$ cat src/rtl/cmd_stream_tx_if.sv
// AXI-stream command link between the command transmitter (master) and the rasterizer (slave).
interface cmd_stream_tx_if;
    logic        tvalid;
    logic        tready;
    logic [31:0] tdata;

    modport master (output tvalid, output tdata, input tready);
    modport slave  (input tvalid, input tdata, output tready);
endinterface

$ cat src/rtl/cmd_stream_tx.sv
// Host command FIFO plus registered AXI-stream output stage; a word written into an empty block is valid next cycle.
// Holds tvalid/tdata under backpressure; with CMD_TX_FENCE_EN a fence word stalls the stream until swap_i.
module cmd_stream_tx #(
    parameter int DEPTH = 16
) (
    input  logic                   clk,
    input  logic                   reset_i,
    input  logic                   host_wr_i,
    input  logic [31:0]            host_data_i,
    input  logic                   host_fence_i,
    output logic                   host_full_o,
    output logic [$clog2(DEPTH):0] host_level_o,
    output logic                   overflow_o,
    cmd_stream_tx_if.master        cmd_axis,
    input  logic                   swap_i,
    output logic                   busy_o
);
    localparam int AW = $clog2(DEPTH);
    localparam int LW = AW + 1;
`ifdef CMD_TX_FENCE_EN
    localparam int EW = 33;
`else
    localparam int EW = 32;
`endif

    typedef enum logic {ST_SEND, ST_WAIT_SWAP} state_e;

    logic [EW-1:0] mem_q [DEPTH];
    logic [AW-1:0] wr_ptr_q, wr_ptr_d;
    logic [AW-1:0] rd_ptr_q, rd_ptr_d;
    logic [LW-1:0] level_q, level_d;
    logic [EW-1:0] out_ent_q, out_ent_d;
    logic          out_vld_q, out_vld_d;
    logic          tvalid_q, tvalid_d;
    logic          full_q, full_d;
    logic          overflow_q, overflow_d;
    logic          busy_q, busy_d;
    state_e        state_q, state_d;

    logic [EW-1:0] wr_entry;
    logic [LW-1:0] fifo_cnt;
    logic          wr_acc;
    logic          hs;
    logic          load;
    logic          bypass;
    logic          mem_we;

`ifdef CMD_TX_FENCE_EN
    assign wr_entry = {host_fence_i, host_data_i};
`else
    logic unused_fence_swap;
    assign unused_fence_swap = host_fence_i ^ swap_i;
    assign wr_entry = host_data_i;
`endif

    assign cmd_axis.tvalid = tvalid_q;
    assign cmd_axis.tdata  = out_ent_q[31:0];
    assign host_full_o     = full_q;
    assign host_level_o    = level_q;
    assign overflow_o      = overflow_q;
    assign busy_o          = busy_q;

    always_comb begin
        wr_acc    = host_wr_i && !full_q;
        hs        = tvalid_q && cmd_axis.tready;
        // level covers the output stage too, so the FIFO proper holds level minus that word
        fifo_cnt  = level_q - LW'(out_vld_q);
        load      = !out_vld_q || hs;
        bypass    = load && (fifo_cnt == '0) && wr_acc;
        mem_we    = wr_acc && !bypass;

        wr_ptr_d   = wr_ptr_q;
        rd_ptr_d   = rd_ptr_q;
        out_ent_d  = out_ent_q;
        out_vld_d  = out_vld_q;
        level_d    = level_q;
        state_d    = state_q;
        overflow_d = overflow_q || (host_wr_i && full_q);

        if (load) begin
            if (fifo_cnt != '0) begin
                out_vld_d = 1'b1;
                out_ent_d = mem_q[rd_ptr_q];
                rd_ptr_d  = rd_ptr_q + AW'(1);
            end else if (wr_acc) begin
                out_vld_d = 1'b1;
                out_ent_d = wr_entry;
            end else begin
                out_vld_d = 1'b0;
            end
        end

        if (mem_we) begin
            wr_ptr_d = wr_ptr_q + AW'(1);
        end

        unique case ({wr_acc, hs})
            2'b10:   level_d = level_q + LW'(1);
            2'b01:   level_d = level_q - LW'(1);
            default: level_d = level_q;
        endcase

`ifdef CMD_TX_FENCE_EN
        // swap_i is only meaningful once parked; a pulse in SEND is dropped
        unique case (state_q)
            ST_SEND:      if (hs && out_ent_q[32]) state_d = ST_WAIT_SWAP;
            ST_WAIT_SWAP: if (swap_i) state_d = ST_SEND;
            default:      state_d = ST_SEND;
        endcase
`else
        state_d = ST_SEND;
`endif

        full_d   = (level_d == LW'(DEPTH));
        tvalid_d = out_vld_d && (state_d == ST_SEND);
        busy_d   = (level_d != '0) || (state_d == ST_WAIT_SWAP);
    end

    always_ff @(posedge clk) begin
        if (reset_i) begin
            wr_ptr_q   <= '0;
            rd_ptr_q   <= '0;
            level_q    <= '0;
            out_ent_q  <= '0;
            out_vld_q  <= 1'b0;
            tvalid_q   <= 1'b0;
            full_q     <= 1'b0;
            overflow_q <= 1'b0;
            busy_q     <= 1'b0;
            state_q    <= ST_SEND;
        end else begin
            wr_ptr_q   <= wr_ptr_d;
            rd_ptr_q   <= rd_ptr_d;
            level_q    <= level_d;
            out_ent_q  <= out_ent_d;
            out_vld_q  <= out_vld_d;
            tvalid_q   <= tvalid_d;
            full_q     <= full_d;
            overflow_q <= overflow_d;
            busy_q     <= busy_d;
            state_q    <= state_d;
        end
    end

    // Storage needs no reset: pointers and level define which entries are live.
    always_ff @(posedge clk) begin
        if (mem_we) begin
            mem_q[wr_ptr_q] <= wr_entry;
        end
    end
endmodule

$ cat src/flat_wrapper.sv
// flat-port wrapper written by rule: the top's interface ports become plain ports
module cmd_stream_tx_flat 
#(
    parameter int DEPTH = 16
)
  (clk, reset_i, host_wr_i, host_data_i, host_fence_i, host_full_o, host_level_o, overflow_o, swap_i, busy_o, cmd_axis_tvalid, cmd_axis_tdata, cmd_axis_tready);
  cmd_stream_tx_if cmd_axis_i ();
  input  logic clk;
  input  logic reset_i;
  input  logic host_wr_i;
  input  logic [31:0] host_data_i;
  input  logic host_fence_i;
  output logic host_full_o;
  output logic [$clog2(DEPTH):0] host_level_o;
  output logic overflow_o;
  input  logic swap_i;
  output logic busy_o;
  output wire logic [$bits(cmd_axis_i.tvalid)-1:0] cmd_axis_tvalid;
  output wire logic [$bits(cmd_axis_i.tdata)-1:0] cmd_axis_tdata;
  input wire logic [$bits(cmd_axis_i.tready)-1:0] cmd_axis_tready;
  assign cmd_axis_tvalid = cmd_axis_i.tvalid;
  assign cmd_axis_tdata = cmd_axis_i.tdata;
  assign cmd_axis_i.tready = cmd_axis_tready;
  cmd_stream_tx #(.DEPTH(DEPTH)) u_core (.clk(clk), .reset_i(reset_i), .host_wr_i(host_wr_i), .host_data_i(host_data_i), .host_fence_i(host_fence_i), .host_full_o(host_full_o), .host_level_o(host_level_o), .overflow_o(overflow_o), .cmd_axis(cmd_axis_i), .swap_i(swap_i), .busy_o(busy_o));
endmodule
$ cat config.mk
export PLATFORM = sky130hd
export DESIGN_NAME = cmd_stream_tx_flat
export DESIGN_NICKNAME = d
export VERILOG_FILES = /design/src/rtl/cmd_stream_tx_if.sv /design/src/rtl/cmd_stream_tx.sv /design/src/flat_wrapper.sv
export SDC_FILE = /design/constraint.sdc
export NUM_CORES = 1
export LEC_CHECK = 0
export CELL_PAD_IN_SITES_DETAIL_PLACEMENT = 1
export CELL_PAD_IN_SITES_GLOBAL_PLACEMENT = 2
export CORE_ASPECT_RATIO = 1.25
export CORE_UTILIZATION = 40
export CTS_CLUSTER_SIZE = 8
export DETAILED_ROUTE_END_ITERATION = 7
export GPL_TIMING_DRIVEN = 1
export PLACE_DENSITY_LB_ADDON = 0.1
export SLEW_MARGIN = 20
export SYNTH_ARGS = -nofsm -noshare
export SYNTH_HDL_FRONTEND = slang
export SYNTH_SLANG_ARGS = --single-unit
$ cat constraint.sdc
create_clock -name clk -period 5.59 [get_ports clk]
set_input_delay 1.118 -clock clk [delete_from_list [all_inputs] [get_ports clk]]
set_output_delay 1.118 -clock clk [all_outputs]
set_load 0.05 [all_outputs]
# Word level (Yosys, flattened, before mapping)

Memory sizes are Yosys's and may differ from the RTL's. A register that Yosys moved wholly into a read port is not among the register bits.
Index checks and enable logic that the tools add are counted.

$add $sub $neg: 5
Equal/unequal tests: 3
Mux-type cells: 9
Reductions and logical operators: 17

Operators with widths:

| kind                                                                  | count |
|---|---|
| 32-bit two-way mux                                                    | 2 |
| 5-bit case mux with 2 select lines                                    | 1 |
| 5-bit nonzero test                                                    | 2 |
| 4-bit by 1-bit adder with 4-bit output, second input constant         | 2 |
| 4-bit two-way mux                                                     | 2 |
| 1-bit logical AND                                                     | 6 |
| 5-bit by 1-bit adder with 5-bit output, second input constant         | 1 |
| 5-bit equality test, second input constant                            | 1 |
| 5-bit zero test                                                       | 1 |
| 5-bit by 1-bit subtractor with 5-bit output                           | 1 |
| 5-bit by 1-bit subtractor with 5-bit output, second input constant    | 1 |
| 1-bit two-way mux                                                     | 4 |
| 2-bit AND reduction                                                   | 2 |
| 1-bit zero test                                                       | 3 |
| 2-bit by 1-bit equality test with 1-bit output, second input constant | 1 |
| 2-bit equality test, second input constant                            | 1 |
| 1-bit logical OR                                                      | 2 |
| 2-bit nonzero test                                                    | 1 |

Register bits: 49
RAM bits: 512
Bits of input ports: 38
Output and inout bits: 41
Memories kept: 1

Memories:

| name         | depth | bits a word | rd ports | clocked after Yosys merged registers in | wr ports | RTL line            | source |
|---|---|---|---|---|---|---|---|
| u_core.mem_q | 16    | 32          | 1        | 1                                       | 1        | cmd_stream_tx.sv:28 | `logic [EW-1:0] mem_q [DEPTH];` |

# Longest topological paths before layout

Gate-level depths: netlist of run 1.

Depth after elaboration: 8
Depth in mapped cells: 10
Gate-level depth less buffers: 9

# Worst setup path before layout of run 1

No wires, ideal clock.

Path kind: input to register
Start point: input port cmd_axis_tready
End point: memory u_core.mem_q[3][0] (enable)
Setup time: 0.461 ns
Data arrival time: 4.172 ns
Required time: 5.129 ns
Setup slack: 0.957 ns
Cell stages on the path: 4
Path through: nand2b_1 > a31oi_1 > nand2_1 > nor3_1

Longest elaborated chain between the ends: 8

RTL lines:

| what                                    | RTL line             | source |
|---|---|---|
| start: declaration                      | flat_wrapper.sv:20   | `input wire logic [$bits(cmd_axis_i.tready)-1:0] cmd_axis_tready;` |
| 1-bit logical AND                       | cmd_stream_tx.sv:65  | `hs = tvalid_q && cmd_axis.tready;` |
| 1-bit logical OR                        | cmd_stream_tx.sv:68  | `load = !out_vld_q \|\| hs;` |
| 1-bit logical AND (2 in series)         | cmd_stream_tx.sv:69  | `bypass = load && (fifo_cnt == '0) && wr_acc;` |
| 1-bit zero test                         | cmd_stream_tx.sv:70  | `mem_we = wr_acc && !bypass;` |
| 1-bit logical AND                       | cmd_stream_tx.sv:70  |  |
| 1-bit two-way mux                       | cmd_stream_tx.sv:147 | `if (mem_we) begin` |
| 1-bit two-way mux (implied by the code) | cmd_stream_tx.sv:148 | `mem_q[wr_ptr_q] <= wr_entry;` |
| end: declaration                        | cmd_stream_tx.sv:28  |  |

Every way passes these cells.

# Worst setup path in the final report of run 1

Start point: input port host_wr_i
End point: memory u_core.mem_q[5][1] (enable)

Longest elaborated chain between the ends: 6

RTL lines:

| what                                      | RTL line             | source |
|---|---|---|
| start: declaration                        | flat_wrapper.sv:10   | `input logic host_wr_i;` |
| 1-bit logical AND *                       | cmd_stream_tx.sv:64  | `wr_acc = host_wr_i && !full_q;` |
| 1-bit logical AND                         | cmd_stream_tx.sv:69  |  |
| 1-bit zero test                           | cmd_stream_tx.sv:70  |  |
| 1-bit logical AND *                       | cmd_stream_tx.sv:70  |  |
| 1-bit two-way mux *                       | cmd_stream_tx.sv:147 |  |
| 1-bit two-way mux (implied by the code) * | cmd_stream_tx.sv:148 |  |

Mark *: on every way between the ends. The rest lies on a longest branch, timed or not.

==> results.py, run 1 <==
metrics = {
    "timing": {
        "setup_viol": 0,
        "hold_viol": 0,
        "final.setup.tns_ps": 0,
        "relSlewSlack": 0.395,
        "post-route-min-period_ps": 3590,
        "period_share": 0.642,
        "tightest_slew_ps": 908,
        "clock-skew-final_ps": 20.5,
        "clock.fmax_mhz": 279,
        "rsz0062_at_grt": "no",
        "finalMaxSlewViolations": 0,
    },
    "drt": {
        "drt_iter0_drc": 599,
        "totalWireLength_um": 53900,
        "wl_per_cell_um": 25.9,
        "ant_nets": 0,
        "dr.pass1.iters": 4,
        "vias": 11273,
        "viasPerCell": 5.42,
        "post-route-drc-count": 0,
    },
    "clock_tree": {
        "cts.path.max_buffers": 3,
        "clock_latency_ps": 600,
        "post_cts_buffers": 0,
        "htreeDepth": 3,
        "tritoncts": "built",
        "cts_resized": 0,
        "cts.clk_slew.worst_paths_ps": 50,
        "clock-sinks": 565,
        "cts_hold_buf": 0,
        "numCtsBuffers": 80,
        "root_buffer": "clkbuf_16",
    },
    "global_routing": {
        "grt_pass1_wl_um": 81400,
        "grt_pass1_vias": 12742,
        "antenna_found_initial": 0,
        "grt_max_degree": 52,
        "gr-usage-all-layers": 0.201,
        "overflow": 0,
    },
    "critical_path": {
        "path_class": "in2reg",
        "r2r-start": "u_core.host_level_o[0]$_SDFF_PP0_",
        "path_buf_inv": 2,
        "worstSetupEndpointType": "flip-flop",
        "cp_slowest_cell": "nor2_4",
        "cp-startpoint": "host_wr_i",
        "worst-path-max-fanout": 17,
        "worstPathArrival_ps": 3880,
        "crit_required_ps": 5880,
        "critPathMaxStageDelay_ps": 670,
        "cp_cell_sequence": "clkdlybuf4s50_1, nand2b_1, a31oi_1, nand2_1, nor2_4, buf_4",
        "path_delay_family": "simple AND/OR/NAND/NOR gates",
        "crit_path_start_kind": "input port",
    },
    "synth": {
        "ys_ff_latch": 565,
        "synth_edf_count": 512,
        "synth_ff_type": "edfxtp_1",
        "synth_cells": 1163,
        "synth_cell_types": 40,
        "synthArstFlopShare": 0,
        "ys_seq_area_frac": 0.748,
        "synthesis.nets": 1210,
        "syn_area_mm2": 0.0220,
        "avgSynthCellArea_um2": 18.9,
        "yosysWarningCount": 0,
    },
    "die": {
        "ios": 79,
        "start_util": 0.406,
        "die_h_um": 264,
        "die_x_um": 212,
        "core-area_mm2": 0.0541,
        "row_count": 95,
        "dieArea_mm2": 0.0559,
    },
    "hold_path": {
        "hold_path_class": "reg2reg",
        "hp-start": "u_core.cmd_axis.tdata[3]$_SDFFE_PP0P_",
    },
    "placed_design": {
        "dpl.hpwl_um": 30500,
        "io_buffers": 76,
        "place.gp.congestion": 0.696,
    },
    "cells_and_area": {
        "syn_to_final_growth_pct": 18.6,
        "layout-drive-gt1-share": 0.226,
        "final_nets": 1332,
        "fill_cells": 4997,
        "antenna_cells": 0,
        "post-route-util": 0.482,
    },
    "pwr": {
        "total_power_mw": 12.2,
        "p_per_area_mw_per_mm2": 467,
        "p_leak_nw": 8.17,
        "irDropWorstVdd_mv": 0.270,
    },
    "run_status": {
        "status": "completed",
    },
    "job": {
        "cap_violations": 0,
    },
}
[cell usage in the layout, fill, tap and decap left out, drive strengths merged, types with 10 or more instances in the layout]
cell / synthesis / routed
o21ai: 34 / 34
buf: 38 / 39
mux4: 96 / 96
clkbuf: 37 / 141
o311a: 23 / 23
clkdlybuf4s50: 0 / 76
dfxtp: 53 / 53
a211oi: 33 / 33
o22ai: 32 / 32
nor2: 31 / 31
o2bb2ai: 32 / 32
inv: 4 / 10
mux2: 57 / 57
o31ai: 10 / 10
a21oi: 20 / 20
nor2b: 33 / 33
nand2: 59 / 59
edfxtp: 512 / 512
[sequential cells by signal (all words and copies together) (netlist names), named ones only]
name / cells
u_core.out_vld_q: 1
u_core.rd_ptr_q: 4
u_core.host_full_o: 1
u_core.mem_q: 512
u_core.busy_o: 1
u_core.host_level_o: 5
u_core.overflow_o: 1
u_core.cmd_axis.tdata: 32
u_core.wr_ptr_q: 4
[path summary, 6_finish.rpt]
kind                                      endpoint  slack, ps  cells past startpoint
max                   u_core.mem_q[5][1]$_DFFE_PP_       2000                      6
min          u_core.cmd_axis.tdata[3]$_SDFFE_PP0P_        460                      1
max reg2reg           u_core.mem_q[5][1]$_DFFE_PP_       2140                      7
min reg2reg  u_core.cmd_axis.tdata[3]$_SDFFE_PP0P_        460                      1
[cell usage after synthesis (4+ instances only)]
cell	n	area (um^2)
mux4_2	96	2160
nor2b_1	33	206
a211oi_1	32	240
o31ai_1	10	75.1
mux2_2	57	642
buf_2	17	85.1
dfxtp_1	53	1060
buf_4	12	90.1
xnor2_1	5	43.8
edfxtp_1	512	15400
nor2_1	31	116
o21ai_0	33	165
nand2_1	59	221
a21oi_1	20	100
xor2_1	9	78.8
ha_1	9	113
o311a_1	23	230
clkbuf_1	37	139
buf_1	5	18.8
nand2b_1	9	56.3
nor3_1	4	20.0
a31oi_1	4	25.0
o2bb2ai_1	32	280
o22ai_1	32	200
buf_6	4	45.0
inv_1	4	15.0
[where the power goes]
group	internal (mW)	switching, mW	leakage [nW]
registers	4.84	0.252	5.06
clock network	2.70	1.78	1.10
logic	1.15	1.46	2.01
[layout make-up]
class / instances / area [um^2] / share of cell area
clock buffers: 141 / 2230 / 0.0855
clock inverters: 8 / 85.1 / 0.00326
inverters: 4 / 15.0 / 0.000576
multi-input cells: 519 / 5280 / 0.203
flip-flops and latches: 565 / 16400 / 0.631
well taps: 727 / 910 / 0.0349
repair buffers: 115 / 1110 / 0.0426
[cell families (layout without fill, tap and decap cells)]
kind of cell    after synthesis  in the layout  share of synthesized area
simple gates                151            151                     0.0339
flops                       565            565                      0.748
buf+inv                      79            268                     0.0179
fa+ha+maj                     9              9                    0.00512
xor+xnor                     14             14                    0.00558
mux                         156            156                      0.129
compound gates              189            189                     0.0610
[stage by stage]
stage / setup slack (ps) / instances / hold slack (ps) / area (um^2)
6_report: 2000 / 2079 / 456 / 26100
5_1_grt: 1790 / 2079 / 474 / 26100
4_1_cts: 1960 / 2079 / 462 / 26100
3_5_place_dp: 1300 / 1930 / 446 / 23800
3_3_place_gp: 1340 / 1929 / 444 / 23700
2_1_floorplan: 957 / 1163 / 485 / 22000
[routing by layer]
| layer | global-route usage | wire length, um | vias to the layer above |
|---|---|---|---|
| li1 | - | - | 4992 |
| met1 | 0.244 | 22000 | 6014 |
| met2 | 0.363 | 29000 | 190 |
| met3 | 0.0314 | 1720 | 77 |
| met4 | 0.0668 | 1130 | 0 |
| met5 | 0 | 0 | - |
Power figures use the tool's default switching activity.
==> inputs of run 2 (changes only) <==
Clock period 5.59 ns to 3.3 ns, I/O delays scaled along.
==> results.py, run 2 (synthesis results as in run 1) <==
metrics = {
    "run_status": {
        "status": "completed",
    },
    "drt": {
        "ant_nets": 0,
        "dr.pass1.iters": 6,
        "post-route-drc-count": 0,
        "totalWireLength_um": 55000,
        "wl_per_cell_um": 26.3,
        "viasPerCell": 5.42,
        "vias": 11354,
        "drt_iter0_drc": 633,
    },
    "hold_path": {
        "hold_path_class": "reg2reg",
        "min_path_cells": 1,
    },
    "cells_and_area": {
        "final_nets": 1353,
        "stdcell_area_mm2": 0.0265,
        "largest_reg_flops": 512,
        "final_cell_mix": "edfxtp_1, mux4_2, clkbuf_16",
        "syn_to_final_growth_pct": 20.5,
        "layout-drive-gt1-share": 0.239,
        "post-route-util": 0.490,
        "final_common_cell": "edfxtp_1",
        "largest_register": "u_core.mem_q",
        "antenna_cells": 0,
    },
    "timing": {
        "rsz0062_at_grt": "no",
        "hold_viol": 0,
        "finalMaxSlewViolations": 0,
        "setup_viol": 0,
        "period_share": 0.839,
        "clock-skew-final_ps": 20.9,
        "clock.fmax_mhz": 361,
        "relSlewSlack": 0.546,
        "post-route-min-period_ps": 2770,
        "tightest_slew_ps": 679,
    },
    "critical_path": {
        "path_delay_family": "buffers and inverters",
        "worst-path-max-fanout": 12,
        "cp_num_cells": 1,
        "path_buf_inv": 1,
        "worstSetupEndpointType": "output port",
        "path_class": "reg2out",
        "crit_path_start_kind": "flip-flop",
        "cp_slowest_cell": "clkdlybuf4s50_1",
        "crit_required_ps": 2640,
        "cp_cell_sequence": "clkdlybuf4s50_1",
        "r2r_cells": 8,
        "critPathMaxStageDelay_ps": 890,
        "worstPathArrival_ps": 2110,
    },
    "global_routing": {
        "grt_pass1_wl_um": 81500,
        "grt_max_degree": 42,
        "antenna_found_initial": 0,
        "gr-usage-all-layers": 0.204,
        "grt_pass1_vias": 12466,
        "overflow": 0,
    },
    "clock_tree": {
        "post_cts_buffers": 0,
        "tritoncts": "built",
        "cts_hold_buf": 0,
        "numCtsBuffers": 80,
        "htreeDepth": 3,
        "cts_resized": 0,
        "clock_latency_ps": 620,
        "root_buffer": "clkbuf_16",
        "cts.clk_slew.worst_paths_ps": 50,
        "clock-sinks": 565,
        "cts.path.max_buffers": 3,
    },
    "die": {
        "core-area_mm2": 0.0541,
        "dieArea_mm2": 0.0559,
        "start_util": 0.406,
        "ios": 79,
        "die_h_um": 264,
        "row_count": 95,
        "die_x_um": 212,
    },
    "placed_design": {
        "dpl.hpwl_um": 30200,
        "placed_area_mm2": 0.0242,
        "io_buffers": 76,
        "place.gp.congestion": 0.724,
    },
    "pwr": {
        "p_per_area_mw_per_mm2": 787,
        "irDropWorstVdd_mv": 0.549,
        "p_leak_nw": 8.32,
        "total_power_mw": 20.9,
    },
    "job": {
        "cap_violations": 0,
    },
}
-- run 2: cell types whose count changed in the layout (fill, tap and decap cells not counted) --
cell / before / now
clkbuf_1: 61 / 56
nor3_4: 0 / 4
buf_8: 1 / 0
buf_12: 4 / 25
buf_4: 34 / 35
nor3_2: 4 / 0
-- run 2: cell type report --
cell class	instances	area (um^2)
fill	4951	27600
sequential	565	16400
multi-input combinational	519	5310
clock buffer	136	2210
timing repair buffer	136	1520
tap	727	910
clock inverter	8	85.1
inverter	4	15.0
-- run 2: per-stage QoR --
step	setup WS (ps)	TNS, ps	hold slack [ps]	instances
after CTS	470	0	465	2095
final	532	0	458	2095
after global placement	218	0	445	1951
after floorplan	-440	-123180	485	1163
after detailed placement	216	0	449	1951
after global routing	437	0	474	2095
-- run 2: report_power, final --
part	total (mW)	switching, mW	internal (mW)
Sequential	8.53	0.330	8.20
Combinational	4.80	2.66	2.14
Clock	7.53	2.99	4.54
-- run 2: per-layer routing --
metal	GRT usage	vias up	wire length [um]	part of all wire
met5	0	-	0	0
met4	0.0654	0	1030	0.019
met3	0.0300	69	2100	0.038
met2	0.360	226	29100	0.53
met1	0.256	6007	22800	0.41
li1	-	5052	-	-
-- run 2: worst paths after layout --
check | slack [ps] | to | startpoint
worst min register to register | 460 | u_core.cmd_axis.tdata[30]$_SDFFE_PP0P_ | u_core.cmd_axis.tdata[30]$_SDFFE_PP0P_
worst min-delay path | 460 | u_core.cmd_axis.tdata[30]$_SDFFE_PP0P_ | u_core.cmd_axis.tdata[30]$_SDFFE_PP0P_
worst max-delay path | 530 | host_level_o[2] | u_core.host_level_o[2]$_SDFF_PP0_
worst max register to register | 640 | u_core.mem_q[3][24]$_DFFE_PP_ | u_core.host_level_o[0]$_SDFF_PP0_
==> inputs of run 3 (changes only) <==
Clock period 3.3 ns to 2.5 ns, I/O delays scaled along.
==> results.py, run 3 (synthesis results as in run 1) <==
metrics = {
    "run_status": {
        "status": "completed",
    },
    "critical_path": {
        "worstSetupEndpointType": "output port",
        "crit_path_start_kind": "flip-flop",
        "r2r_slack_ps": 310,
        "r2r-start": "u_core.host_level_o[0]$_SDFF_PP0_",
        "worst-path-max-fanout": 10,
        "endpoint": "host_level_o[1]",
        "path_buf_inv": 1,
        "crit_required_ps": 2000,
        "path_delay_family": "buffers and inverters",
        "r2r_cells": 8,
        "critPathMaxStageDelay_ps": 850,
        "worstPathArrival_ps": 1910,
        "cp_slowest_cell": "clkdlybuf4s50_1",
        "cp_num_cells": 1,
        "regToRegEndpoint": "u_core.mem_q[5][27]$_DFFE_PP_",
        "path_class": "reg2out",
        "cp_cell_sequence": "clkdlybuf4s50_1",
        "cp-startpoint": "u_core.host_level_o[1]$_SDFF_PP0_",
    },
    "placed_design": {
        "dpl.hpwl_um": 32200,
        "io_buffers": 76,
        "place.gp.congestion": 0.697,
    },
    "global_routing": {
        "grt_pass1_vias": 12637,
        "grt_max_degree": 57,
        "gr-usage-all-layers": 0.201,
        "overflow": 0,
        "grt_pass1_wl_um": 81500,
        "antenna_found_initial": 0,
    },
    "timing": {
        "setup_viol": 0,
        "rsz0062_at_grt": "no",
        "hold_ws_ps": 455,
        "clock.fmax_mhz": 415,
        "finalMaxSlewViolations": 0,
        "tightest_slew_ps": 714,
        "period_share": 0.964,
        "hold_viol": 0,
        "relSlewSlack": 0.523,
        "clock-skew-final_ps": 18.6,
        "post-route-min-period_ps": 2410,
    },
    "drt": {
        "totalWireLength_um": 54400,
        "wl_per_cell_um": 25.5,
        "dr.pass1.iters": 5,
        "viasPerCell": 5.36,
        "ant_nets": 0,
        "post-route-drc-count": 0,
        "vias": 11457,
        "drt_iter0_drc": 601,
    },
    "die": {
        "dieArea_mm2": 0.0559,
        "die_x_um": 212,
        "die_h_um": 264,
        "row_count": 95,
        "start_util": 0.406,
        "core-area_mm2": 0.0541,
        "ios": 79,
    },
    "cells_and_area": {
        "syn_to_final_growth_pct": 23.6,
        "layout-drive-gt1-share": 0.270,
        "final_nets": 1393,
        "final_cell_mix": "edfxtp_1, mux4_2, clkbuf_16",
        "largest_register": "u_core.mem_q",
        "final_common_cell": "edfxtp_1",
        "largest_reg_flops": 512,
        "antenna_cells": 0,
    },
    "clock_tree": {
        "clock_latency_ps": 620,
        "root_buffer": "clkbuf_16",
        "cts_hold_buf": 0,
        "numCtsBuffers": 80,
        "htreeDepth": 3,
        "clock-sinks": 565,
        "tritoncts": "built",
        "cts.path.max_buffers": 3,
        "cts.clk_slew.worst_paths_ps": 50,
    },
    "pwr": {
        "p_per_area_mw_per_mm2": 1030,
        "irDropWorstVdd_mv": 0.589,
        "total_power_mw": 28.0,
        "p_leak_nw": 8.68,
    },
    "hold_path": {
        "hp-start": "u_core.cmd_axis.tdata[27]$_SDFFE_PP0P_",
        "hold_path_class": "reg2reg",
    },
    "job": {
        "cap_violations": 0,
    },
}
## run 3: cell count changes in the layout (fill, tap and decap cells not counted), moves of 3 or more
cell             previous run  this run
clkbuf_16                  80        83
nand2_2                     1         4
dfxtp_1                    50        45
buf_12                     25        43
nand2_1                    58        54
clkdlybuf4s50_1            76        73
dfxtp_2                     1         4
inv_6                       5         1
buf_4                      35        57
## run 3: worst min path at each step
stage,depth (start not counted),to,slack (ps)
3_3_place_gp,1,u_core.cmd_axis.tdata[19]$_SDFFE_PP0P_,440
5_1_grt,1,u_core.cmd_axis.tdata[27]$_SDFFE_PP0P_,470
6_report,1,u_core.cmd_axis.tdata[27]$_SDFFE_PP0P_,450
2_1_floorplan,2,flip-flop,480
3_5_place_dp,1,u_core.cmd_axis.tdata[27]$_SDFFE_PP0P_,450
4_1_cts,1,u_core.cmd_axis.tdata[27]$_SDFFE_PP0P_,460
## run 3: through the flow
step	util	setup WS (ps)	cells	cell area, um^2	setup TNS (ps)
final	0.503	89.5	2136	27200	0
after global routing	0.503	22.8	2136	27200	0
after CTS	0.503	3.12	2136	27200	0
after detailed placement	0.459	-201	1991	24800	-34830
after global placement	0.459	-204	1991	24800	-22080
after floorplan	-	-176	1163	22200	-20480
## run 3: repair_timing
action | CTS | global route
setup endpoints to repair | 1 | 2
resized for setup | 1 | 2
buffers inserted | 0 | 0
## run 3: worst reg2reg max path: stages, from the launching register on
cell	delay, ps
dfxtp_4	400
inv_2	60
ha_4	170
xnor2_4	160
a31oi_4	330
nand2_2	150
buf_12	160
nor2_4	210
buf_12	220
## run 3: area by class of cell
cell class,count,area [um^2]
tap,727,910
timing repair buffer,176,2050
fill,4926,26900
inverter,4,15.0
clock inverter,4,75.1
clock buffer,141,2300
sequential,565,16500
multi-input combinational,519,5370
## run 3: power by group
part	switching [mW]	internal, mW
combinational	3.75	2.98
clock	3.95	6.22
sequential	0.293	10.8
total	7.99	20.0
## run 3: routing by layer
layer	wire, um	up-vias	GRT usage
met5	0	-	0
met4	1100	0	0.0635
met3	2110	78	0.0342
met2	28100	226	0.344
met1	23100	6036	0.260
li1	-	5117	-
